<file path="src/rtl/uart_pkg.sv">
// Shared UART definitions for the "ok<CR>" console exchange.
// OKTX_APPEND_LF_EN: when defined, the reply carries a trailing LF.
package uart_pkg;

  localparam logic [7:0] ASCII_O  = 8'd111;
  localparam logic [7:0] ASCII_K  = 8'd107;
  localparam logic [7:0] ASCII_CR = 8'd13;
  localparam logic [7:0] ASCII_LF = 8'd10;

  localparam int DEFAULT_CLKS_PER_BIT = 434;

  typedef enum logic [1:0] {
    ST_IDLE,
    ST_START,
    ST_DATA,
    ST_STOP
  } tx_state_e;

`ifdef OKTX_APPEND_LF_EN
  localparam int MSG_LEN = 4;
`else
  localparam int MSG_LEN = 3;
`endif

  localparam int IDX_W = 2;

  // Index 3 is only reachable when the LF byte is enabled.
  function automatic logic [7:0] msg_byte(
    input logic [IDX_W-1:0] idx
  );
    logic [7:0] b;
    case (idx)
      2'd0:    b = ASCII_O;
      2'd1:    b = ASCII_K;
      2'd2:    b = ASCII_CR;
      default: b = ASCII_LF;
    endcase
    return b;
  endfunction

endpackage

</file>
<file path="src/rtl/uart_tx_byte.sv">
// Single 8N1 frame serialiser, LSB first.
// Start accepted in IDLE or on FrameDone for back-to-back frames.
module uart_tx_byte
  import uart_pkg::*;
#(
  parameter int CLKS_PER_BIT = DEFAULT_CLKS_PER_BIT
) (
  input  logic       Clk50M,
  input  logic       Rst,
  input  logic       Start,
  input  logic [7:0] Data,
  output logic       TxD,
  output logic       Busy,
  output logic       FrameDone
);

  localparam int CW =
    (CLKS_PER_BIT > 1) ? $clog2(CLKS_PER_BIT) : 1;
  localparam logic [CW-1:0] LAST =
    CW'(CLKS_PER_BIT - 1);

  tx_state_e     state_q, state_d;
  logic [CW-1:0] cnt_q, cnt_d;
  logic [2:0]    bit_q, bit_d;
  logic [7:0]    data_q, data_d;
  logic          tick;

  assign tick = (cnt_q == LAST);

  always_ff @(posedge Clk50M) begin
    if (Rst) begin
      state_q <= ST_IDLE;
      cnt_q   <= '0;
      bit_q   <= '0;
      data_q  <= '0;
    end else begin
      state_q <= state_d;
      cnt_q   <= cnt_d;
      bit_q   <= bit_d;
      data_q  <= data_d;
    end
  end

  always_comb begin
    state_d   = state_q;
    cnt_d     = cnt_q;
    bit_d     = bit_q;
    data_d    = data_q;
    FrameDone = 1'b0;
    if (state_q != ST_IDLE) begin
      cnt_d = tick ? '0 : cnt_q + CW'(1);
    end
    case (state_q)
      ST_IDLE: begin
        if (Start) begin
          state_d = ST_START;
          cnt_d   = '0;
          data_d  = Data;
        end
      end
      ST_START: begin
        if (tick) begin
          state_d = ST_DATA;
          bit_d   = '0;
        end
      end
      ST_DATA: begin
        if (tick) begin
          if (bit_q == 3'd7) begin
            state_d = ST_STOP;
          end else begin
            bit_d = bit_q + 3'd1;
          end
        end
      end
      ST_STOP: begin
        if (tick) begin
          FrameDone = 1'b1;
          if (Start) begin
            state_d = ST_START;
            data_d  = Data;
          end else begin
            state_d = ST_IDLE;
          end
        end
      end
      default: state_d = ST_IDLE;
    endcase
  end

  always_comb begin
    TxD = 1'b1;
    case (state_q)
      ST_START: TxD = 1'b0;
      ST_DATA:  TxD = data_q[bit_q];
      default:  TxD = 1'b1;
    endcase
  end

  assign Busy = (state_q != ST_IDLE);

endmodule

</file>
<file path="src/rtl/ok_reply_tx.sv">
// Sends the fixed "ok<CR>" reply (plus LF with OKTX_APPEND_LF_EN)
// as back-to-back 8N1 frames on a one-cycle SendPulse.
module ok_reply_tx
  import uart_pkg::*;
#(
  parameter int CLKS_PER_BIT = DEFAULT_CLKS_PER_BIT
) (
  input  logic Clk50M,
  input  logic Rst,
  input  logic SendPulse,
  output logic TxD,
  output logic Busy,
  output logic DonePulse
);

  logic [IDX_W-1:0] idx_q, idx_d;
  logic             busy_q, busy_d;
  logic             tx_start, tx_busy;
  logic             frame_done;
  logic [7:0]       tx_data;
  logic             last_byte, accept;

  assign last_byte = (idx_q == IDX_W'(MSG_LEN - 1));
  assign accept    = SendPulse & ~busy_q & ~tx_busy;

  always_ff @(posedge Clk50M) begin
    if (Rst) begin
      idx_q  <= '0;
      busy_q <= 1'b0;
    end else begin
      idx_q  <= idx_d;
      busy_q <= busy_d;
    end
  end

  // Next frame is queued on FrameDone so no idle gap appears.
  always_comb begin
    idx_d     = idx_q;
    busy_d    = busy_q;
    tx_start  = 1'b0;
    tx_data   = msg_byte(idx_q + IDX_W'(1));
    DonePulse = 1'b0;
    if (accept) begin
      idx_d    = '0;
      busy_d   = 1'b1;
      tx_start = 1'b1;
      tx_data  = msg_byte('0);
    end else if (busy_q && frame_done) begin
      if (last_byte) begin
        idx_d     = '0;
        busy_d    = 1'b0;
        DonePulse = 1'b1;
      end else begin
        idx_d    = idx_q + IDX_W'(1);
        tx_start = 1'b1;
      end
    end
  end

  uart_tx_byte #(
    .CLKS_PER_BIT(CLKS_PER_BIT)
  ) u_tx (
    .Clk50M   (Clk50M),
    .Rst      (Rst),
    .Start    (tx_start),
    .Data     (tx_data),
    .TxD      (TxD),
    .Busy     (tx_busy),
    .FrameDone(frame_done)
  );

  assign Busy = busy_q;

endmodule
</file>
<file path="config.mk">
export PLATFORM = sky130hd
export DESIGN_NAME = ok_reply_tx
export DESIGN_NICKNAME = d
export VERILOG_FILES = /design/src/rtl/uart_pkg.sv /design/src/rtl/uart_tx_byte.sv /design/src/rtl/ok_reply_tx.sv
export SDC_FILE = /design/constraint.sdc
export NUM_CORES = 1
export LEC_CHECK = 0
export ABC_AREA = 1
export BUFFER_PORTS_ARGS = -buffer_cell sky130_fd_sc_hd__buf_2
export CORE_MARGIN = 2
export CORE_UTILIZATION = 45
export CTS_CLUSTER_DIAMETER = 50
export DETAILED_ROUTE_END_ITERATION = 6
export GPL_TIMING_DRIVEN = 0
export HOLD_SLACK_MARGIN = 0.05
export PLACE_DENSITY = 0.62
export SYNTH_ARGS = -nofsm -noshare
export SYNTH_HDL_FRONTEND = slang
export SYNTH_SLANG_ARGS = --single-unit
</file>
<file path="constraint.sdc">
create_clock -name Clk50M -period 1.6 [get_ports Clk50M]
set_input_delay 0.08 -clock Clk50M [delete_from_list [all_inputs] [get_ports Clk50M]]
set_output_delay 0.08 -clock Clk50M [all_outputs]
set_load 0.01 [all_outputs]
</file>
Word-level counts from Yosys, hierarchy flattened

Cells that the tools add are included.

Register bits: 25
Input bits: 3
Output and inout port bits: 3
Word-level logic and storage cells: 76

Add/sub/neg operators: 3
Order comparisons: 1
Equal/unequal tests: 14
Mux-type cells: 35
Bitwise operators: 4
Reductions and logical operators: 13

Operators with widths:

| cell                  | number |
|---|---|
| $mux W9               | 4 |
| $mux W8               | 3 |
| $pmux W7 S3           | 1 |
| $pmux W8 S2           | 1 |
| $mux W1               | 13 |
| $mux W2               | 6 |
| $reduce_bool A2 Y1    | 5 |
| $add A9 B1 Y9 const B | 1 |
| $eq A9 B9 Y1 const B  | 1 |
| $mux W3               | 3 |
| $eq A2 B2 Y1 const B  | 4 |
| $ne A2 B1 Y1 const B  | 4 |
| $pmux W2 S4           | 1 |
| $pmux W3 S2           | 1 |
| $reduce_and A5 Y1     | 1 |
| $eq A2 B1 Y1 const B  | 2 |
| $logic_not A2 Y1      | 2 |
| $lt A3 B4 Y1 const B  | 1 |
| $ne A2 B2 Y1 const B  | 2 |
| $reduce_and A2 Y1     | 2 |
| $reduce_and A4 Y1     | 1 |
| $add A3 B1 Y3 const B | 1 |
| $bmux W1 S3           | 1 |
| $eq A3 B3 Y1 const B  | 1 |
| 6 further kinds       | 8 |

Depth between registers and ports, before layout

Gate-level depths: netlist of the first run.

Depth after elaboration: 9
Depth in mapped cells: 12
Mapped depth without buffers: 12

Modules after synthesis

A second synthesis of the first run with hierarchy kept.

Cells, all modules: 227
Area, all modules: 1520.2 µm²

By module, submodules not included:

| module       | instances | cells an instance | area each (µm²) | sequential area each (µm²) |
|---|---|---|---|---|
| uart_tx_byte | 1         | 190               | 1272.5          | 440.4 |
| ok_reply_tx  | 1         | 37                | 247.7           | 60.1 |

Worst setup path after synthesis of the first run

No wires, ideal clock.

Path type: register to register
Start: register u_tx.state_q[0]
End: register u_tx.state_q[1]
Library setup time: 0.116 ns
Data arrival time: 1.352 ns
Required time: 1.484 ns
Slack: 0.132 ns
Cell stages (with the launch flop): 10
Path buffers: 0
Clock period less this slack: 1.468 ns
Cell sequence: dfxtp_1 inv_1 ha_1 inv_2 nor2_1 nand2_4 nand3_4 nand2_2 o21ai_0 nor2_1

Word-level cells in the longest chain between the ends: 7
Elaborated cells between the ends (all ways): 18
Those cells by class: 8 x eq/ne; 4 x mux; 2 x bitwise; 4 x reduce/logical

Ends and longest elaborated chain:

| item                               | RTL line           | source |
|---|---|---|
| start: declaration                 | uart_tx_byte.sv:22 | `tx_state_e state_q, state_d;` |
| start signal: assignment           | uart_tx_byte.sv:37 | `state_q <= state_d;` |
| $eq A2 B2 Y1                       | uart_tx_byte.sv:53 | `case (state_q)` |
| $mux W1                            | uart_tx_byte.sv:53 |  |
| $logic_and A1 B1 Y1                | ok_reply_tx.sv:48  | `end else if (busy_q && frame_done) begin` |
| $mux W1                            | ok_reply_tx.sv:48  |  |
| $mux W1                            | ok_reply_tx.sv:43  | `if (accept) begin` |
| $ne A2 B2 Y1 (no source line)      | --                 |  |
| $reduce_and A5 Y1 (no source line) | --                 |  |

Parallel ways exist; a longest one is shown, timed or not.
A chain may end at the register's enable or synchronous reset.

Final worst setup path of the first run

Start: register u_tx.cnt_q[1]
End: output DonePulse

Word-level cells in the longest chain between the ends: 6

Ends and longest elaborated chain:

| item                     | RTL line           | source |
|---|---|---|
| start: declaration       | uart_tx_byte.sv:23 | `logic [CW-1:0] cnt_q, cnt_d;` |
| start signal: assignment | uart_tx_byte.sv:38 | `cnt_q <= cnt_d;` |
| $eq A9 B9 Y1             | uart_tx_byte.sv:28 | `assign tick = (cnt_q == LAST);` |
| $mux W1                  | uart_tx_byte.sv:77 | `if (tick) begin` |
| $mux W1                  | uart_tx_byte.sv:53 |  |
| $logic_and A1 B1 Y1      | ok_reply_tx.sv:48  |  |
| $mux W1                  | ok_reply_tx.sv:48  |  |
| $mux W1                  | ok_reply_tx.sv:43  |  |
| end: declaration         | ok_reply_tx.sv:13  | `output logic DonePulse` |

Every way passes these cells.

==> results of run 1 <==
-- registers in the layout, indices dropped and copies added (netlist names) --
register,count
u_tx.state_q,2
u_tx.bit_q,3
u_tx.cnt_q,9
Busy,1
u_tx.data_q,5
idx_q,2
-- routing by layer --
metal  global-route usage  wire length, µm  share of wire  up-vias
met3               0.0286               43          0.015        5
met4               0.0764               47          0.016        0
met5                    0                0              0        -
li1                     -                -              -      616
met2                0.294             1370           0.47        6
met1                0.240             1440           0.50      536
-- worst reg2reg max path: stages (launching register included) --
cell and delay (ps):
sky130_fd_sc_hd__dfxtp_2 340, sky130_fd_sc_hd__inv_1 40, sky130_fd_sc_hd__ha_1 130, sky130_fd_sc_hd__nand2_1 50
sky130_fd_sc_hd__inv_1 70, sky130_fd_sc_hd__nand2_2 80, sky130_fd_sc_hd__nor2_8 150, sky130_fd_sc_hd__buf_4 150
sky130_fd_sc_hd__o21ai_2 50, sky130_fd_sc_hd__o31ai_2 80, sky130_fd_sc_hd__nand2_2 100, sky130_fd_sc_hd__clkinv_2 70
sky130_fd_sc_hd__nand2_2 40, sky130_fd_sc_hd__a21oi_2 120
-- cell families after synthesis --
| kind of cell | Yosys count | share of synthesized area |
|---|---|---|
| AND/OR/NAND/NOR | 62 | 0.251 |
| adder cells (fa/ha/maj) | 13 | 0.122 |
| buffers and inverters | 30 | 0.0865 |
| flip-flops | 22 | 0.331 |
| XOR/XNOR | 1 | 0.00659 |
| AO/OA/AOI/OAI | 47 | 0.202 |
-- final cells by class --
type,instances,area [µm²]
Inverter,29,111
Tap cell,31,38.8
Buffer,1,3.75
Clock inverter,1,30.0
Clock buffer,3,22.5
Sequential cell,22,452
Multi-Input combinational cell,123,883
Fill cell,250,1120
Timing Repair Buffer,17,121
-- stage by stage --
step | area, µm² | utilization
after detailed placement | 1390 | 0.501
after global placement | 1390 | 0.501
after CTS | 1520 | 0.546
final | 1660 | 0.598
after global routing | 1660 | 0.598
after floorplan | 1330 | -
-- power breakdown --
part	total [µW]	internal, µW	leakage (µW)	switching (µW)
Combinational	1220	502	0.000475	718
Clock	440	254	0.0000279	186
Sequential	728	648	0.000182	80.2
-- placed cells by master, fill, tap and decap left out, types with 2 or more instances in the layout --
cell type / n
sky130_fd_sc_hd__dfxtp_2: 6
sky130_fd_sc_hd__nand3_4: 2
sky130_fd_sc_hd__o211ai_1: 2
sky130_fd_sc_hd__buf_2: 5
sky130_fd_sc_hd__a211oi_1: 4
sky130_fd_sc_hd__dfxtp_1: 15
sky130_fd_sc_hd__nand3_1: 5
sky130_fd_sc_hd__clkinv_2: 2
sky130_fd_sc_hd__nand2_4: 3
sky130_fd_sc_hd__nor2_2: 6
sky130_fd_sc_hd__nor2_4: 2
sky130_fd_sc_hd__buf_4: 10
sky130_fd_sc_hd__clkbuf_4: 3
sky130_fd_sc_hd__inv_2: 7
sky130_fd_sc_hd__nand2_2: 7
sky130_fd_sc_hd__o21ai_0: 6
sky130_fd_sc_hd__nand2_1: 23
sky130_fd_sc_hd__a21oi_1: 20
sky130_fd_sc_hd__ha_1: 10
sky130_fd_sc_hd__o21ai_1: 5
sky130_fd_sc_hd__o21ai_2: 4
sky130_fd_sc_hd__ha_4: 3
sky130_fd_sc_hd__a211oi_2: 2
sky130_fd_sc_hd__nor2_1: 10
sky130_fd_sc_hd__inv_1: 20
-- worst max-delay path by stage --
stage	slack (ps)	to	startpoint
after global routing	-60	DonePulse	u_tx.cnt_q[1]
final	40	DonePulse	u_tx.cnt_q[1]
after detailed placement	-70	u_tx.cnt_q[1]	u_tx.state_q[0]
after CTS	0.7	DonePulse	u_tx.cnt_q[1]
after global placement	-10	u_tx.state_q[1]	u_tx.state_q[1]
after floorplan	130	u_tx.state_q[1]	u_tx.state_q[0]
-- repair_timing --
action | 4_1_cts | 5_1_grt
hold buffers | 1 | 0
hold endpoints to repair | 3 | 0
cloned | 0 | 0
setup endpoints to repair | 14 | 19
resized for setup | 9 | 28
setup buffers | 4 | 7
pin swaps | 2 | 7
==> summary.md, run 1 <==
## Critical path
* critical path depth in cells: 9
* family of cells with the greatest summed delay on the critical path: simple AND/OR/NAND/NOR gates
* category of the most critical setup path: flop to output pin
* highest net fanout along the worst path: 5
* kind of end point of the critical path: output pin
* worst setup slack for register-to-register paths: 60 ps
* worst reg2reg path depth: 13
* Critical Path RT: 1520 ps
* delay of the slowest cell on the worst path: 340 ps
* most numerous cell on the critical path: sky130_fd_sc_hd__inv_1
* type of element launching the critical path: flop
* worst path buffer plus inverter count: 3
* endpoint arrival time on the critical path: 1480 ps
* r2r startpoint: u_tx.cnt_q[1]
* Max stage delay cell, worst path: sky130_fd_sc_hd__dfxtp_2
* Crit Reg-Reg Endpoint: u_tx.state_q[0]
* critical path cell sequence: inv_1 -> ha_1 -> nand2_1 -> inv_1 -> nand2_2 -> nor2_8 -> nand3_4 -> nor2_2 -> buf_2

## Timing
* post-route minimum period: 1560 ps
* final clock skew: 0.994 ps
* unrepaired setup endpoints after global routing: yes
* number of pins with negative max-slew slack in the final report: 0
* Setup-failing EPs final: 0
* final total negative setup slack: 0 ps
* Rel. slew slack: 0.587
* Hold Fails Final Rpt: 0
* least setup slack across all paths after layout: 44.0 ps
* share of the clock period used by the worst path after layout: 0.973
* hold slack final: 99.9 ps
* Worst Tran Pin Value: 620 ps
* Fmax: 643 MHz

## Route
* detailed-route DRC error count: 0
* via density per instance: 5.12
* Routed WL: 2900 µm
* initial detailed-routing violation count: 21
* post-route antenna net violation count: 0
* 1st-pass router iterations: 4
* overall via count from detail_route: 1163
* average detailed-routed wire length per instance: 12.8 µm

## Worst hold path
* WHS Path Cells: 3
* hold wc startpoint: SendPulse
* Worst Hold Class: primary input to flop
* Hold EP: Busy

## Synth
* Yosys top cell area share: 0.331
* Post-synth top cells: sky130_fd_sc_hd__nand2_1 (25), sky130_fd_sc_hd__inv_1 (23), sky130_fd_sc_hd__dfxtp_1 (22)
* number of warnings reported in the yosys synthesis log: 0
* mean area per synthesized cell: 7.60 µm²
* FF+latch count, synth: 22
* Main synth FF type: sky130_fd_sc_hd__dfxtp_1
* leading cell types by total area after synthesis: sky130_fd_sc_hd__dfxtp_1 (33%), sky130_fd_sc_hd__ha_1 (12%), sky130_fd_sc_hd__a21oi_1 (7.5%), sky130_fd_sc_hd__nand2_1 (7.1%), sky130_fd_sc_hd__inv_1 (6.5%)
* post-synthesis cell type count: 27
* synthesized net count: 191
* Async S/R FF share, synth: 0
* library cell with the largest summed area after synthesis: sky130_fd_sc_hd__dfxtp_1
* share of the yosys chip area belonging to registers: 0.331
* most frequent cell after synthesis: sky130_fd_sc_hd__nand2_1
* Post-Synthesis Cells: 175
* Post-Synthesis Cell Area: 0.00133 mm²
* number of flops mapped to enable cells by yosys: 0

## Power
* ratio of total power to cell area: 1440 mW/mm²
* P_leak: 0.000685 µW
* Max rail drop VDD: 0.843 mV
* sum of internal, switching and leakage power: 2390 µW

## Final layout
* Antenna Diode Count: 0
* proportion of layout cells with a drive suffix above 1: 0.357
* synthesis-to-finish area growth: 25.0%
* # nets final: 213
* Finished Layout Cells: 227

## Outcome
* outcome: complete, no violations

## Floorplan
* die outline height: 58.4 µm
* width of the die: 58.4 µm
* number of rows created at floorplan: 19
* starting utilization of the core area: 0.478
* core area: 0.00278 mm²
* Boundary Pins: 6
* Total Die Area: 0.00341 mm²

## Clock network
* clock latency on the worst-skew pair: 320 ps
* clock slew at the register clock pins of the worst setup and hold paths: 130 ps
* number of buffers inserted during clock tree synthesis: 3
* H-tree Lvls: 1
* clock tree root driver cell: sky130_fd_sc_hd__clkbuf_4
* TritonCTS clock tree: built
* number of buffers on the longest clock path: 2
* CTS Sinks: 22

## GRT
* total grt overflow: 0
* largest net degree at the start of global routing: 14
* first-pass GRT wire length: 4740 µm
* all-layer global routing usage: 0.182
* number of global-route vias before repair: 1129
* initial antenna violation count: 0

## Placement
* final RePlAce weighted congestion: 0.833
* number of buffers added on ports: 5
* worst setup slack before clock tree synthesis: -67.2 ps
* DPL Wire Length: 2000 µm
* Placed Cells incl. Taps: 211

## Job
* number of maximum-capacitance constraint violations: 0

Note: power is estimated with default switching activity, not from simulation.
==> run 2: changes to the inputs <==
Clock period 1.6 ns to 1.93 ns, I/O delays scaled along.
==> run 2 against run 1 <==
Against the previous run:
- clock power down 17%
- register-to-register slack better by 200 ps
- hold slack better by 18 ps
- first-iteration DRC count up 57%
- core utilization down 7.2 points
- via count down 4.7%
- global-route usage down 0.51 points
- power down 29%
- final area down 12%
- non-clock buffer count down 11
- largest power group unchanged
==> summary.md, run 2 (synthesis results as in run 1) <==
## Timing
* number of pins with negative max-slew slack in the final report: 0
* unrepaired setup endpoints after global routing: no
* final total negative setup slack: 0 ps
* Fmax: 579 MHz
* share of the clock period used by the worst path after layout: 0.895
* Rel. slew slack: 0.601
* Hold Fails Final Rpt: 0
* Worst Tran Pin Value: 598 ps
* Setup-failing EPs final: 0
* final clock skew: 6.22 ps
* hold slack final: 118 ps
* post-route minimum period: 1730 ps

## Final layout
* Antenna Diode Count: 0
* # nets final: 202
* proportion of layout cells with a drive suffix above 1: 0.184
* Finished Layout Cells: 216
* Filler Cells Inserted: 270
* number of flip-flops in the largest register: 9
* leading cell type in the layout, fill and taps excluded: sky130_fd_sc_hd__nand2_1
* commonest cells after routing, fill and taps aside: sky130_fd_sc_hd__nand2_1 (25), sky130_fd_sc_hd__inv_1 (23), sky130_fd_sc_hd__dfxtp_1 (22)
* largest registers: u_tx.cnt_q (9), u_tx.data_q (5), u_tx.bit_q (3)
* share of the core filled with cells in the final layout: 0.525
* register with the most flip-flops: u_tx.cnt_q
* synthesis-to-finish area growth: 9.88%

## GRT
* met2 track demand over resource in global routing: 0.286
* most heavily used metal layer in global routing: met2
* GRT met3 Usage: 0.0264
* number of global-route vias before repair: 1097
* all-layer global routing usage: 0.176
* initial antenna violation count: 0
* total grt overflow: 0
* global-route met1 utilization: 0.236
* first-pass GRT wire length: 4590 µm
* largest net degree at the start of global routing: 14

## Floorplan
* starting utilization of the core area: 0.478
* number of rows created at floorplan: 19
* width of the die: 58.4 µm
* die outline height: 58.4 µm
* core area: 0.00278 mm²
* Boundary Pins: 6
* Total Die Area: 0.00341 mm²

## Route
* initial detailed-routing violation count: 33
* 1st-pass router iterations: 4
* via density per instance: 5.13
* post-route antenna net violation count: 0
* average detailed-routed wire length per instance: 12.0 µm
* Routed WL: 2600 µm
* overall via count from detail_route: 1108
* detailed-route DRC error count: 0

## Critical path
* Critical Path RT: 1830 ps
* worst path buffer plus inverter count: 2
* Max stage delay cell, worst path: sky130_fd_sc_hd__dfxtp_1
* Crit Reg-Reg Endpoint: u_tx.data_q[2]
* type of element launching the critical path: flop
* highest net fanout along the worst path: 6
* category of the most critical setup path: flop to output pin
* family of cells with the greatest summed delay on the critical path: simple AND/OR/NAND/NOR gates
* worst setup slack for register-to-register paths: 260 ps
* kind of end point of the critical path: output pin
* endpoint arrival time on the critical path: 1630 ps
* critical path cell sequence: ha_1 -> nand2_1 -> inv_1 -> nand2_2 -> nor2_8 -> nand3_2 -> nor2_1 -> buf_2
* worst reg2reg path depth: 9
* Critical Path Source: u_tx.cnt_q[0]
* delay of the slowest cell on the worst path: 420 ps
* r2r startpoint: u_tx.state_q[0]

## Clock network
* number of buffers on the longest clock path: 2
* clock tree root driver cell: sky130_fd_sc_hd__clkbuf_4
* H-tree Lvls: 1
* CTS Sinks: 22
* number of buffers inserted during clock tree synthesis: 3
* clock slew at the register clock pins of the worst setup and hold paths: 140 ps
* # Post-CTS Setup Buffers: 0
* clock latency on the worst-skew pair: 320 ps
* TritonCTS clock tree: built

## Placement
* final RePlAce weighted congestion: 0.833
* DPL Wire Length: 2000 µm
* Placed Cells incl. Taps: 211
* number of buffers added on ports: 5

## Power
* total internal power: 986 µW
* ratio of total power to cell area: 1160 mW/mm²
* P_leak: 0.000616 µW
* share of power burned in combinational logic: 0.434
* power share of the clock group: 0.216
* Max rail drop VDD: 0.650 mV
* Seq pwr share: 0.350
* switching pwr: 706 µW
* switching share of total power: 0.417
* sum of internal, switching and leakage power: 1690 µW

## Worst hold path
* hold wc startpoint: SendPulse
* Worst Hold Class: primary input to flop
* Hold EP: Busy
* WHS Path Cells: 3

## Job
* number of maximum-capacitance constraint violations: 0

## Outcome
* outcome: complete, no violations

==> run 2: cell count changes in the layout (fill, tap and decap cells not counted), sizes merged <==
cell	previous run	this run
buf	16	5
==> run 2: metal layers <==
| metal | wire length [µm] | part of all wire |
|---|---|---|
| met5 | 0 | 0 |
| met3 | 43 | 0.017 |
| met1 | 1360 | 0.52 |
| met2 | 1150 | 0.44 |
| met4 | 40 | 0.015 |
==> run 2: power groups by stage <==
stage | sequential [µW] | combinational, µW | clock [µW]
after global placement | 598 | 719 | 0
final | 592 | 735 | 365
after floorplan | 590 | 577 | 0
after detailed placement | 601 | 736 | 0
after CTS | 591 | 742 | 371
after global routing | 603 | 843 | 393
==> run 2: how the worst max path moves through the flow <==
stage                            to  slack (ps)  cells after the start
detailed placement    u_tx.cnt_q[1]         260                      9
global route              DonePulse          40                      8
global placement    u_tx.state_q[1]         320                      9
CTS                       DonePulse         110                      8
floorplan           u_tx.state_q[1]         460                      9
finish                    DonePulse         200                      8
==> run 2: layout make-up <==
type                    count  area (µm²)  area share
flip-flops and latches     22         440       0.301
clock buffers               3        22.5      0.0154
repair buffers              6        35.0      0.0240
multi-input cells         123         779       0.533
clock inverters             1        30.0      0.0205
plain buffers               1        3.75     0.00257
inverters                  29         111      0.0762
well taps                  31        38.8      0.0265
==> run 2: through the flow <==
stage | setup slack, ps | instance area (µm²)
after global routing | 36.0 | 1460
after CTS | 114 | 1460
after floorplan | 462 | 1330
after detailed placement | 263 | 1390
final | 202 | 1460
after global placement | 316 | 1390
==> run 2: worst register-to-register path, delay by kind of cell (launching register included) <==
family                   cells  cell delay, ps
flip-flops                   1             380
buffers and inverters        2             190
AND/OR/NAND/NOR              4             520
adder cells (fa/ha/maj)      1             260
AO/OA/AOI/OAI                2             210
==> run 2: timing repair <==
item                                    in CTS  in global routing
gates resized for setup                      0                  1
endpoints found under the setup margin       0                  1
hold buffers                                 1                  0
hold endpoints to repair                     3                  0
